[src/rtl/cisr_row_decoder.sv]
// CISR row decoder: assigns a global row index to every nonzero consumed by one channel.
// Optional zero-length row reporting is enabled by defining CISR_EMPTY_ROW_EN.
`ifndef DIM_W
`define DIM_W 16
`endif

module cisr_row_decoder #(
    parameter int DATA_W = 32,
    parameter int ROW_W  = `DIM_W
) (
    input  logic              clk,
    input  logic              rst_n,
    input  logic              spmv_init,
    input  logic              start,
    input  logic [DATA_W-1:0] len_in,
    input  logic              len_empty,
    output logic              pop_len,
    output logic              row_req,
    input  logic              row_gnt,
    input  logic [ROW_W-1:0]  row_gnt_id,
    input  logic              row_gnt_last,
    input  logic              slot_valid,
    output logic [ROW_W-1:0]  row_id,
    output logic              busy,
    output logic              done,
    output logic              underflow
`ifdef CISR_EMPTY_ROW_EN
    ,
    output logic              empty_row_valid,
    output logic [ROW_W-1:0]  empty_row_id
`endif
);

    typedef enum logic [2:0] {
        S_IDLE,
        S_REQ,
        S_LOAD,
        S_ACTIVE,
        S_DONE
    } state_t;

    state_t            state, state_nx;
    logic [ROW_W-1:0]  cur_row;
    logic [DATA_W-1:0] remaining;
    logic              clr;
    logic              len_zero;
    logic              consume;

    assign clr      = !rst_n || spmv_init;
    assign len_zero = (len_in == '0);
    assign consume  = (state == S_ACTIVE) && slot_valid;

    always_comb begin
        state_nx = state;
        row_req  = 1'b0;
        pop_len  = 1'b0;
        case (state)
            S_IDLE: begin
                if (start) state_nx = S_REQ;
            end
            S_REQ: begin
                row_req = 1'b1;
                if (row_gnt) state_nx = row_gnt_last ? S_DONE : S_LOAD;
            end
            S_LOAD: begin
                if (!len_empty) begin
                    pop_len  = 1'b1;
                    state_nx = len_zero ? S_REQ : S_ACTIVE;
                end
            end
            S_ACTIVE: begin
                if (slot_valid && remaining == DATA_W'(1)) state_nx = S_REQ;
            end
            S_DONE: state_nx = S_DONE;
            default: state_nx = S_IDLE;
        endcase
        // Handshakes stay quiet for the whole cycle in which a clear is applied.
        if (clr) begin
            row_req = 1'b0;
            pop_len = 1'b0;
        end
    end

    assign done = (state == S_DONE) && !clr;
    assign busy = (state == S_REQ) || (state == S_LOAD) || (state == S_ACTIVE);

    always_ff @(posedge clk) begin
        if (clr) begin
            state     <= S_IDLE;
            cur_row   <= '0;
            remaining <= '0;
            row_id    <= '0;
            underflow <= 1'b0;
        end else begin
            state <= state_nx;
            if (state == S_REQ && row_gnt && !row_gnt_last) cur_row <= row_gnt_id;
            if (pop_len && !len_zero) remaining <= len_in;
            if (consume && remaining != '0) remaining <= remaining - DATA_W'(1);
            if (consume) row_id <= cur_row;
            if (slot_valid && state != S_ACTIVE) underflow <= 1'b1;
        end
    end

`ifdef CISR_EMPTY_ROW_EN
    always_ff @(posedge clk) begin
        if (clr) begin
            empty_row_valid <= 1'b0;
            empty_row_id    <= '0;
        end else begin
            empty_row_valid <= pop_len && len_zero;
            if (pop_len && len_zero) empty_row_id <= cur_row;
        end
    end
`endif

endmodule

[config.mk]
export PLATFORM = sky130hd
export DESIGN_NAME = cisr_row_decoder
export DESIGN_NICKNAME = d
export VERILOG_FILES = /design/src/rtl/cisr_row_decoder.sv
export SDC_FILE = /design/constraint.sdc
export NUM_CORES = 1
export LEC_CHECK = 0
export ABC_AREA = 1
export CAP_MARGIN = 20
export CORE_UTILIZATION = 60
export CTS_CLUSTER_SIZE = 8
export DETAILED_ROUTE_END_ITERATION = 6
export DONT_BUFFER_PORTS = 1
export PLACE_DENSITY = 0.76
export SLEW_MARGIN = 20
export SYNTH_ARGS = -nofsm -noshare
export SYNTH_HDL_FRONTEND = slang
export SYNTH_SLANG_ARGS = --single-unit
export TNS_END_PERCENT = 30
[constraint.sdc]
create_clock -name clk -period 2.7 [get_ports clk]
set_input_delay 0.135 -clock clk [delete_from_list [all_inputs] [get_ports clk]]
set_output_delay 0.135 -clock clk [all_outputs]
set_load 0.05 [all_outputs]
==> results.md <==
* HP Class: primary input to register
* Die area at 7448 sq um
* Sequence of cells on the critical path: inv_1 > nor3_1 > inv_1 > nor2_1
* Int Pwr at 1507 uW
* Drt wl/cell at 14.35 um
* Number of cells in the design after placement at 763
* Area overhead of the layout relative to synthesis at 7.688%
* Wire length of the first global-routing pass at 18510 um
* Worst Tran Pin Value at 0.8922 ns
* Number of nets in the layout at 753
* Final Hold Fails at 0
* Relative slew slack at 40.30%
* Iteration count of the initial detailed-routing pass at 7
* Net switching power at 562.3 uW
* Timing startpoint of the critical path: state[0]
* Total clock buffers created by CTS at 9
* End point of the critical path: row_req
* Remaining global-route overflow at 0
* Overall global routing resource usage at 31.80%
* Top_reg_cell synth: sky130_fd_sc_hd__dfxtp_1
* Ratio of cells with drive above 1 in the final layout at 8.584%
* Hold Slack at 0.006017 ns
* Antenna diode instance count at 0
* Effective utilization at floorplan at 62.42%
* Final critical-path share of the clock period at 76.30%
* Flop and latch count out of synthesis at 68
* Site row count at 30
* Most common cell after layout, fill and taps aside: sky130_fd_sc_hd__nand2_1
* Count of buffers from port buffering at 0
* Complex-gate fraction of the synthesized area at 11.80%
* Simple-gate portion of the synthesized area at 41.52%
* Top library cells by usage in the layout, fill and taps aside: 146 x sky130_fd_sc_hd__nand2_1, 114 x sky130_fd_sc_hd__nor2_1, 87 x sky130_fd_sc_hd__inv_1, 78 x sky130_fd_sc_hd__nand3_1, 68 x sky130_fd_sc_hd__dfxtp_1
* Unique cell type count in the Yosys netlist at 34
* Synth Area per Inst at 6.171 sq um
* Outcome: finished clean
* Clock tree from TritonCTS: done
* Max-slew violation total from the final report at 0
* Routability congestion estimate at 0.9606
* Slowest CP cell: sky130_fd_sc_hd__nor2_1
* Horizontal die dimension at 86.30 um
* Worst reg-to-reg path cell count at 7
* Worst R2R Setup Slack at 0.65 ns
* Routed via count divided by cell count at 5.481
* Final antenna-violating net count at 0
* Post-detailed-placement half-perimeter wirelength at 8014 um
* Maximum vdd ir drop at 495.5 uV
* Number of antenna violations at the first check in global routing at 0
* Proportion of power drawn by combinational gates at 7.9%
* Pin count of the biggest net entering global routing at 42
* Clock skew at 0.009691 ns
* Final standard cell count with taps included and fillers excluded at 795
* Netlist area before placement at 4264 sq um
* Main combinational cell family by area after synthesis: simple AND/OR/NAND/NOR gates
* Vias in the first global route at 4090
* Synth warn at 0
* Static Leak at 0.002176 uW
* Root buffer selected by CTS: sky130_fd_sc_hd__clkbuf_8
* 1st-iter DRT viols at 390
* Clock-pin slew on the worst setup and hold paths at 0.09 ns
* Post-layout total power at 2070 uW
* Clock network fraction of total power at 42.9%
* FFs w/ async S/R, synth at 0%
* Max_cap viols at 0
* Type of the setup path with the least slack: register to output port
* Sequential cell area fraction in the yosys report at 31.92%
* CP Max Fanout at 3
* Reg-to-reg endpoint: remaining[27]
* Cell taking the most area after synthesis: sky130_fd_sc_hd__dfxtp_1
* Io pins at 77
* Residual DRC at 0
* CTS Sinks at 68
* Floorplan die height at 86.30 um
* Final count of negative-setup-slack endpoints at 0
* Seq pwr share at 49.3%
* Switching fraction of total power at 27.17%
* Biggest cell delay along the critical path at 0.69 ns
* Post-placement setup slack at 0.6677 ns
* Adder and majority cell fraction of the synthesized area at 0.8803%
* Post-layout minimum cycle time at 2.060 ns
* Worst setup margin at 0.6398 ns
* Top cell by count, worst path: sky130_fd_sc_hd__inv_1
* CP Data Required Time at 2.57 ns
* Number of post-CTS setup repair buffers at 0
* Fraction of synthesized area in multiplexers at 0%
* Startpoint kind of the worst setup timing path: register
* Max Root-Sink Buffers at 2
* Area share of the largest cell type after synthesis at 31.92%
* DR vias at 4357
* Number of enable flip-flop cells after synthesis at 0
* Clk_lat worst skew at 0.35 ns
* Final total negative setup slack at 0 ns
* Crit end category: output port
* Xor/xnor cell area share of the yosys netlist at 0.8216%
* Arr. time, crit path at 1.93 ns
* Sum of routed wire length over all layers at 11410 um
* Fill cell count at 626
* PD cells at 450.7 nW/um^2
* Number of H-tree levels at 3
* Net Count, Synth at 750
* Cell types with the largest area share after synthesis: sky130_fd_sc_hd__dfxtp_1 32%, sky130_fd_sc_hd__nand2_1 13%, sky130_fd_sc_hd__nor2_1 10%, sky130_fd_sc_hd__nand3_1 9.2%, sky130_fd_sc_hd__inv_1 7.7%
* Core outline area at 6832 sq um
* RSZ-0062 raised after global routing: false
* Startpoint of the worst register-to-register path: state[2]
* Maximum clock frequency at 485.4 MHz
* Synthesized instance count at 691
==> how the worst min path moves through the flow <==
stage | from | to | slack, ns | depth (start not counted)
2_1_floorplan | slot_valid | underflow | 0.28 | 2
3_3_place_gp | slot_valid | underflow | 0.29 | 2
3_5_place_dp | slot_valid | underflow | 0.33 | 2
4_1_cts | row_gnt_id[8] | cur_row[8] | 0.003 | 2
5_1_grt | len_in[2] | remaining[2] | 0.01 | 2
6_report | row_gnt_id[8] | cur_row[8] | 0.006 | 2
==> through the flow <==
step / util [%] / area (sq um)
detailed placement: 61.85 / 4225
global route: 67.22 / 4592
global placement: 61.85 / 4225
CTS: 67.22 / 4592
finish: 67.22 / 4592
floorplan: - / 4264
==> state kept, by name, summed over array words and instances, names as in the netlist <==
name / count
cur_row: 16
remaining: 32
row_id: 16
state: 3
underflow: 1
==> critical path, delay by kind of cell (launching register included) <==
kind	cells	cell delay, ns
buffers and inverters	2	0.22
flip-flops	1	0.38
AND/OR/NAND/NOR	2	1.00
==> per-layer routing <==
| metal | vias up | wire length, um | global-route usage, % |
|---|---|---|---|
| li1 | 2187 | - | - |
| met1 | 1957 | 4622 | 36.87 |
| met2 | 182 | 5626 | 55.34 |
| met3 | 31 | 727 | 5.429 |
| met4 | 0 | 429 | 18.33 |
| met5 | - | 0 | 0 |
==> what timing repair did <==
| action | in CTS | in global routing |
|---|---|---|
| hold endpoints to repair | 16 | 0 |
| resized for setup | 0 | 0 |
| hold buffers | 16 | 0 |
==> power groups by stage <==
stage	clock (uW)	sequential (uW)	combinational (uW)
after floorplan	0	1040	117
after global placement	0	1040	137
after detailed placement	0	1040	141
after CTS	896	1020	160
after global routing	940	1020	181
final	887	1020	163
==> logic make-up after synthesis <==
logic type | Yosys count
AO/OA/AOI/OAI | 99
XOR/XNOR | 4
adder cells (fa/ha/maj) | 3
buffers and inverters | 123
flip-flops | 68
AND/OR/NAND/NOR | 394
==> final cells by class <==
class                   instances  area [sq um]  area share [%]
repair buffers                 23         212.7           4.632
flip-flops and latches         68          1361           29.65
inverters                      92         345.3           7.520
clock buffers                   9         123.9           2.698
well taps                      96         120.1           2.616
clock inverters                 7         82.58           1.798
multi-input cells             500          2346           51.09
==> synthesized netlist by cell type (4+ instances only) <==
library cell and n:
sky130_fd_sc_hd__inv_2 4, sky130_fd_sc_hd__clkbuf_1 11, sky130_fd_sc_hd__nand2_1 146, sky130_fd_sc_hd__nor2_1 114, sky130_fd_sc_hd__a21oi_1 53, sky130_fd_sc_hd__nor3_1 6, sky130_fd_sc_hd__dfxtp_1 68, sky130_fd_sc_hd__buf_2 9
sky130_fd_sc_hd__o21ai_0 43, sky130_fd_sc_hd__nand2_2 6, sky130_fd_sc_hd__nand4_1 12, sky130_fd_sc_hd__inv_1 87, sky130_fd_sc_hd__nand3_1 78, sky130_fd_sc_hd__buf_6 8, sky130_fd_sc_hd__nor2_2 17
Note: power is estimated with default switching activity, not from simulation.
